`config.mk`:
```
export PLATFORM = sky130hd
export DESIGN_NAME = proj_topk_reader
export DESIGN_NICKNAME = d
export VERILOG_FILES = /design/src/rtl/proj_topk_reader.sv
export SDC_FILE = /design/constraint.sdc
export NUM_CORES = 1
export LEC_CHECK = 0
export ABC_AREA = 1
export ABC_CLOCK_PERIOD_IN_PS = 2700
export CELL_PAD_IN_SITES_DETAIL_PLACEMENT = 0
export CELL_PAD_IN_SITES_GLOBAL_PLACEMENT = 2
export CORE_MARGIN = 1.5
export CORE_UTILIZATION = 27
export DETAILED_ROUTE_END_ITERATION = 6
export PLACE_DENSITY_LB_ADDON = 0.1
export SLEW_MARGIN = 20
export SYNTH_ARGS = -nofsm -noshare
export SYNTH_HDL_FRONTEND = slang
export SYNTH_SLANG_ARGS = --single-unit
```
`constraint.sdc`:
```
create_clock -name in_clk -period 2.7 [get_ports in_clk]
set_input_delay 0.54 -clock in_clk [delete_from_list [all_inputs] [get_ports in_clk]]
set_output_delay 0.54 -clock in_clk [all_outputs]
set_load 0.03 [all_outputs]
```
`src/rtl/proj_topk_reader.sv`:
```
// ---------------------------------------------------------------------------
// proj_topk_reader
//   Read-out stage behind proj_sorter. A capture pulse snapshots the sorter's
//   parallel smallest-index vector together with its fill count. The block
//   then streams the indices, smallest signature first, one per beat over a
//   valid/ready interface. The sorter can be refilled while the snapshot
//   drains.
//
// Ports
//   in_clk            clock, rising edge
//   in_rst            asynchronous active-high reset
//   in_smallest_idx   sorter result vector, entry 0 = smallest signature
//   in_fill_count     valid entries in in_smallest_idx (clamped to INDICES_COUNT)
//   in_capture        one-cycle snapshot request (honoured only while idle)
//   in_ready          downstream accepts the current beat
//   out_valid         beat valid
//   out_index         index carried by the beat
//   out_rank          0-based position of the beat in sorted order
//   out_last          final beat of the snapshot
//   out_busy          snapshot held, so captures are refused
//   out_done          one-cycle pulse after the last beat (or after an empty capture)
//   out_overrun       sticky, set when a capture was refused; cleared by reset
// ---------------------------------------------------------------------------
package proj_pkg;
   localparam int HASHER_EXTENDER_INDICES_COUNT = 8;
endpackage

module proj_topk_reader #(
   parameter int INDICES_COUNT = proj_pkg::HASHER_EXTENDER_INDICES_COUNT,
   parameter int INDEX_W       = 8,
   parameter int CNT_W         = $clog2(INDICES_COUNT + 1)
) (
   input  logic                                  in_clk,
   input  logic                                  in_rst,
   input  logic [INDICES_COUNT-1:0][INDEX_W-1:0] in_smallest_idx,
   input  logic [CNT_W-1:0]                      in_fill_count,
   input  logic                                  in_capture,
   input  logic                                  in_ready,
   output logic                                  out_valid,
   output logic [INDEX_W-1:0]                    out_index,
   output logic [CNT_W-1:0]                      out_rank,
   output logic                                  out_last,
   output logic                                  out_busy,
   output logic                                  out_done,
   output logic                                  out_overrun
);

   // Width of a select into the snapshot buffer.
   localparam int SEL_W = (INDICES_COUNT > 1) ? $clog2(INDICES_COUNT) : 1;

   typedef enum logic [1:0] {
      IDLE = 2'd0,
      SEND = 2'd1,
      DONE = 2'd2
   } state_e;

   state_e                                state_q;
   logic [INDICES_COUNT-1:0][INDEX_W-1:0] buf_q;
   logic [CNT_W-1:0]                      cnt_q;
   logic [CNT_W-1:0]                      ptr_q;
   logic                                  valid_q;
   logic [INDEX_W-1:0]                    index_q;
   logic [CNT_W-1:0]                      rank_q;
   logic                                  last_q;
   logic                                  done_q;
   logic                                  overrun_q;

   logic [CNT_W-1:0]                      cap_cnt_d;
   logic [CNT_W-1:0]                      ptr_inc_d;
   logic [SEL_W-1:0]                      nxt_sel_d;
   logic                                  nxt_last_d;

   always_comb begin
      cap_cnt_d  = (in_fill_count > CNT_W'(INDICES_COUNT)) ? CNT_W'(INDICES_COUNT)
                                                           : in_fill_count;
      ptr_inc_d  = ptr_q + CNT_W'(1);
      // ptr_inc_d is only used while ptr_q < cnt_q-1, so it stays inside the buffer.
      nxt_sel_d  = ptr_inc_d[SEL_W-1:0];
      nxt_last_d = (ptr_inc_d == (cnt_q - CNT_W'(1)));
   end

   // Beat outputs are registered and preloaded one edge ahead, so nothing
   // on the output side depends combinationally on in_ready or in_capture.
   always_ff @(posedge in_clk or posedge in_rst) begin
      if (in_rst) begin
         state_q   <= IDLE;
         buf_q     <= '0;
         cnt_q     <= '0;
         ptr_q     <= '0;
         valid_q   <= 1'b0;
         index_q   <= '0;
         rank_q    <= '0;
         last_q    <= 1'b0;
         done_q    <= 1'b0;
         overrun_q <= 1'b0;
      end else begin
         case (state_q)
            IDLE: begin
               done_q <= 1'b0;
               if (in_capture) begin
                  buf_q <= in_smallest_idx;
                  cnt_q <= cap_cnt_d;
                  ptr_q <= '0;
                  if (cap_cnt_d != '0) begin
                     state_q <= SEND;
                     valid_q <= 1'b1;
                     index_q <= in_smallest_idx[0];
                     rank_q  <= '0;
                     last_q  <= (cap_cnt_d == CNT_W'(1));
                  end else begin
                     // Empty snapshot: no beats, just the completion pulse.
                     state_q <= DONE;
                     done_q  <= 1'b1;
                  end
               end
            end

            SEND: begin
               if (in_capture) overrun_q <= 1'b1;
               if (in_ready) begin
                  if (last_q) begin
                     state_q <= DONE;
                     valid_q <= 1'b0;
                     index_q <= '0;
                     rank_q  <= '0;
                     last_q  <= 1'b0;
                     done_q  <= 1'b1;
                  end else begin
                     ptr_q   <= ptr_inc_d;
                     index_q <= buf_q[nxt_sel_d];
                     rank_q  <= ptr_inc_d;
                     last_q  <= nxt_last_d;
                  end
               end
            end

            DONE: begin
               if (in_capture) overrun_q <= 1'b1;
               done_q  <= 1'b0;
               state_q <= IDLE;
            end

            default: begin
               state_q <= IDLE;
               valid_q <= 1'b0;
               done_q  <= 1'b0;
            end
         endcase
      end
   end

   assign out_valid   = valid_q;
   assign out_index   = index_q;
   assign out_rank    = rank_q;
   assign out_last    = last_q;
   assign out_busy    = (state_q != IDLE);
   assign out_done    = done_q;
   assign out_overrun = overrun_q;

endmodule

```
# Word level (Yosys, flattened, before mapping)
# Cells that the tools add are included.
dict set report word_totals {
  regBits 90
  latch_bits 0
  mem_bits_rw 0
  rom_bits 0
  inputBits 72
  output_inout_bits 17
  elab_cells 80
  mem_count 0
}
dict set report classes {
  addsub 2
  mul 0
  n_div 0
  magnitude_cmp 2
  eq_ne 9
  shift 0
  muxes 37
  bitwise_logic 1
  n_reduce_logical 12
}
# cell n
set ops {}
lappend ops {{8-bit 2-to-1 mux} 5}
lappend ops {{4-bit 2-to-1 mux} 8}
lappend ops {{8-bit binary-select mux with 3-bit select} 1}
lappend ops {{4-bit case mux with 2 select lines} 2}
lappend ops {{8-bit case mux with 2 select lines} 1}
lappend ops {{1-bit 2-to-1 mux} 12}
lappend ops {{2-bit != test (second input constant)} 5}
lappend ops {{2-bit 2-to-1 mux} 4}
lappend ops {{4-bit AND reduction} 2}
lappend ops {{2-bit AND reduction} 3}
lappend ops {{5-bit AND reduction} 1}
lappend ops {{4-bit by 1-bit adder with 4-bit output (second input constant)} 1}
lappend ops {{4-bit by 1-bit equality test with 1-bit output (second input constant)} 1}
lappend ops {{4-bit equality test} 1}
lappend ops {{4-bit > comparator (second input constant)} 1}
lappend ops {{3-bit by 4-bit < comparator with 1-bit output (second input constant)} 1}
lappend ops {{1-bit case mux with 2 select lines} 2}
lappend ops {{2-bit case mux with 2 select lines} 1}
lappend ops {{2-bit nonzero test} 2}
lappend ops {{4-bit nonzero test} 1}
lappend ops {{4-bit by 1-bit subtractor with 4-bit output (second input constant)} 1}
lappend ops {{1-bit case mux with 3 select lines} 1}
lappend ops {{3-bit AND reduction} 1}
lappend ops {{2-bit by 1-bit equality test with 1-bit output (second input constant)} 1}
lappend ops {{other kinds (4)} 4}

# Depth between registers and ports, before layout
dict set report logic_depth {
  word_depth 6
  mapped_depth 10
  ltp_nobuf 10
}

# Worst setup path before layout
# No wires, ideal clock.
dict set report synth_timing {
  path_type {flip-flop to flip-flop}
  from {register ptr_q[0]}
  to {register index_q[1], in the netlist out_index[1]}
  setup_ns 0.117
  t_arrival_ns 1.392
  t_required_ns 2.583
  path_slack_ns 1.191
  stages_incl_launch_ff 11
  n_path_buf 1
  period_less_slack_ns 1.509
  path_cell_list {dfrtp_1 > ha_1 > inv_1 > buf_2 > nor2_1 > o21ai_0 > nand2_1 > nand2_1 > nand3_1 > nand2_1 > nand2_1}
}
dict set report synth_via {
  elab_chain_cells 6
}
# item line
set synth_rtl {}
lappend synth_rtl {{start, declared} 60} ;# logic [CNT_W-1:0] ptr_q;
lappend synth_rtl {{start signal, assigned} 129} ;# ptr_q <= ptr_inc_d;
lappend synth_rtl {{4-bit by 1-bit adder with 4-bit output} 76} ;# ptr_inc_d = ptr_q + CNT_W'(1);
lappend synth_rtl {{8-bit binary-select mux with 3-bit select} 130} ;# index_q <= buf_q[nxt_sel_d];
lappend synth_rtl {{8-bit 2-to-1 mux (implied by the code)} 130}
lappend synth_rtl {{8-bit 2-to-1 mux} 121} ;# if (last_q) begin
lappend synth_rtl {{8-bit 2-to-1 mux} 120} ;# if (in_ready) begin
lappend synth_rtl {{8-bit case mux with 2 select lines} 97} ;# case (state_q)
lappend synth_rtl {{end signal, assigned} 107} ;# index_q <= in_smallest_idx[0];
lappend synth_rtl {{end signal, assigned} 130}
lappend synth_rtl {{end, declared} 62} ;# logic [INDEX_W-1:0] index_q;
# No other way between the ends. The select of a mux whose other input is x is not followed.
# A chain may end at the register's enable or synchronous reset.

# Worst setup path after layout
dict set report layout_timing {
  from {register state_q[0]}
  to {output out_busy}
}
dict set report layout_via {
  elab_chain_cells 1
}
# item line
set layout_rtl {}
lappend layout_rtl {{start, declared} 57} ;# state_e state_q;
lappend layout_rtl {{start signal, assigned} 86} ;# state_q <= IDLE;
lappend layout_rtl {{start signal, assigned} 105} ;# state_q <= SEND;
lappend layout_rtl {{start signal, assigned} 112} ;# state_q <= DONE;
lappend layout_rtl {{2-bit nonzero test} 156} ;# assign out_busy = (state_q != IDLE);
lappend layout_rtl {{end, declared} 43} ;# output logic out_busy,
# No other way between the ends.

==> flow_summary_export.csv <==
group,metric,value,unit
routing,drtIter0Drc,214,
global_routing,grt_antenna_before_repair,0,
worst_setup_path,worst-setup-path-type,"reg -> out",
clock_network,cts_tree,"done",
flow_run,maxCapViolations,0,
routing,wirelength,12700,µm
final_layout,final_cell_area,5780,µm²
routing,drc,0,
clock_network,cts_hold_buf,0,
final_layout,areaGrowthSynthToFinish,30.5,%
routing,post_drt_wl_per_cell,14.7,µm
clock_network,htree_num_levels,3,
placement,hpwl,8850,µm
yosys,synth_warnings,0,
routing,vias,3830,
yosys,syn_area,4430,µm²
yosys,synth_edf_count,0,
yosys,syn_inst,572,
power_and_ir_drop,leakagePower,2.78,nW
worst_setup_path,required,2.16,ns
yosys,yosysTopAreaCellShare,0.509,
routing,vias_per_cell,4.41,
timing,finalHoldViolations,0,
clock_network,clock-root-buffer,"clkbuf_16",
yosys,synthTopCellsByArea,"dfrtp_1 51%, nand2_1 21%, o21ai_0 6.4%",
worst_setup_path,cp_max_fo,8,
final_layout,multi_input_area,1820,µm²
floorplanning,start_util,0.278,
clock_network,ctsResizeCount,0,
timing,slew_viol_final,0,
yosys,yosysSeqAreaShare,0.509,
final_layout,n_antenna_cell,0,
floorplanning,row_count,46,
routing,route.met3.wl,518,µm
timing,setup_viol,0,
routing,first_pass_iters,4,
run_status,status,"completed",
yosys,synth_most_common_cell,"nand2_1",
yosys,synth_flop_cell,"dfrtp_1",
final_layout,layout-drive-gt1-share,0.0613,
global_routing,gr-total-overflow,0,
yosys,synth_common_cells,"251 x nand2_1, 90 x dfrtp_1, 57 x o21ai_0",
routing,routed.top_layer,"met4",
clock_network,postCtsSetupBuffers,0,
timing,period_minus_slack,2.37,ns
timing,slew_headroom,0.637,
timing,timing.final.crit_share,0.878,
power_and_ir_drop,peakVddDrop,0.000466,V
final_layout,fillers,1698,
clock_network,cts_buffers,9,
placement,place_area,5470,µm²
clock_network,clockBufferDepth,2,
placement,dp_cells,854,
yosys,synth_nets,649,
worst_setup_path,startpoint_type,"flop",
timing,tns,0,ns
floorplanning,core-area,15900,µm²
yosys,synth.avg_cell_area,7.74,µm²
yosys,ys_seq_elements,90,
worst_setup_path,arrival,1.83,ns
routing,wl_met1,6220,µm
global_routing,grt_pass1_wl,20900,µm
global_routing,grt_usage,0.162,
final_layout,register_area,2250,µm²
placement,gp_congestion,0.734,
power_and_ir_drop,p_per_area,1130,nW/µm²
worst_setup_path,worstSetupEndpointType,"primary output",
yosys,synthDistinctLibCells,31,
final_layout,fin_cells,868,
global_routing,grt_pass1_vias,3926,
clock_network,clock_latency,0.35,ns
floorplanning,die_area,17200,µm²
clock_network,path_clk_slew,0.06,ns
timing,worstMarginPinSlew,0.544,ns
routing,ant_nets,0,
routing,wl_met2,5800,µm
clock_network,numClockSinks,90,
final_layout,fin_nets,726,
yosys,synth_top_area_cell,"dfrtp_1",
yosys,async_reset_ff_frac,1.00,
floorplanning,die_h,131,µm
timing,fmax,0.422,GHz
timing,grt_setup_unrepaired,"false",
global_routing,grt_max_degree,92,
floorplanning,io_pins,89,
min_path,worst_hold_path_type,"reg -> reg",
timing,skew,0.00767,ns
floorplanning,die_w,131,µm
placement,portBuffers,88,
[registers in the layout (all words and copies together) (netlist names)]
register / flops
out_valid: 1
out_overrun: 1
ptr_q: 4
state_q: 2
out_index: 8
out_rank: 4
cnt_q: 4
out_done: 1
buf_q: 64
out_last: 1
[area by class of cell]
| cell class | instances | area share |
|---|---|---|
| Tap cell | 216 | 0.0468 |
| Multi-Input combinational cell | 407 | 0.315 |
| Inverter | 48 | 0.0318 |
| Clock inverter | 3 | 0.0113 |
| Sequential cell | 90 | 0.390 |
| Timing Repair Buffer | 93 | 0.163 |
| Clock buffer | 11 | 0.0420 |
[stage by stage]
stage / setup slack (ns) / hold slack, ns / utilization / power (W)
floorplan: 1.11 / 0.444 / - / 0.00435
global placement: 0.595 / 0.444 / 0.343 / 0.00527
detailed placement: 0.576 / 0.456 / 0.343 / 0.00529
CTS: 0.320 / 0.473 / 0.363 / 0.00668
global route: 0.187 / 0.499 / 0.363 / 0.00717
finish: 0.331 / 0.466 / 0.363 / 0.00656
[report_power, final]
part	switching (W)	total, W	internal, W	leakage [nW]
Combinational	0.00191	0.00293	0.00103	1.50
Clock	0.000516	0.00134	0.000825	0.151
Sequential	0.000316	0.00228	0.00197	1.12
[cell usage in the layout, fill, tap and decap left out, types with 2 or more instances in the layout]
| cell type | instances |
|---|---|
| nor2_4 | 3 |
| inv_1 | 40 |
| nor2_2 | 2 |
| nand2_1 | 251 |
| dfrtp_1 | 90 |
| buf_4 | 3 |
| clkdlybuf4s50_1 | 88 |
| nand3_1 | 21 |
| o21ai_0 | 57 |
| clkbuf_16 | 9 |
| o21ai_2 | 3 |
| buf_12 | 2 |
| nor2_1 | 25 |
| ha_1 | 5 |
| o211ai_1 | 6 |
| a21oi_1 | 22 |
| o31ai_1 | 2 |
| bufinv_16 | 2 |
| a21oi_2 | 2 |
| inv_2 | 7 |
[metal layers]
metal / vias to the layer above / track usage
met3: 11 / 0.0244
met1: 1797 / 0.222
met4: 0 / 0.0582
met5: - / 0
li1: 1950 / -
met2: 72 / 0.261
[worst max-delay path: stages (launching register included)]
cell	delay (ns)
dfrtp_1	0.38
inv_1	0.10
ha_1	0.35
inv_1	0.07
clkdlybuf4s50_1	0.59
[cell families after synthesis]
logic type               share of synthesized area
AND/OR/NAND/NOR                              0.281
adder cells (fa/ha/maj)                     0.0141
flip-flops                                   0.509
AO/OA/AOI/OAI                                0.116
buffers and inverters                       0.0800
[path summary, 6_finish.rpt]
check,start,to,slack (ns),cells after the start
max,state_q[0],out_busy,0.33,4
min,out_overrun,out_overrun,0.47,1
max reg2reg,state_q[1],out_last,0.73,9
min reg2reg,out_overrun,out_overrun,0.47,1
max in group asynchronous,in_rst,buf_q[49],1.59,3
min in group asynchronous,in_rst,buf_q[18],0.65,3
No activity file was read; power rests on OpenSTA's default activity.
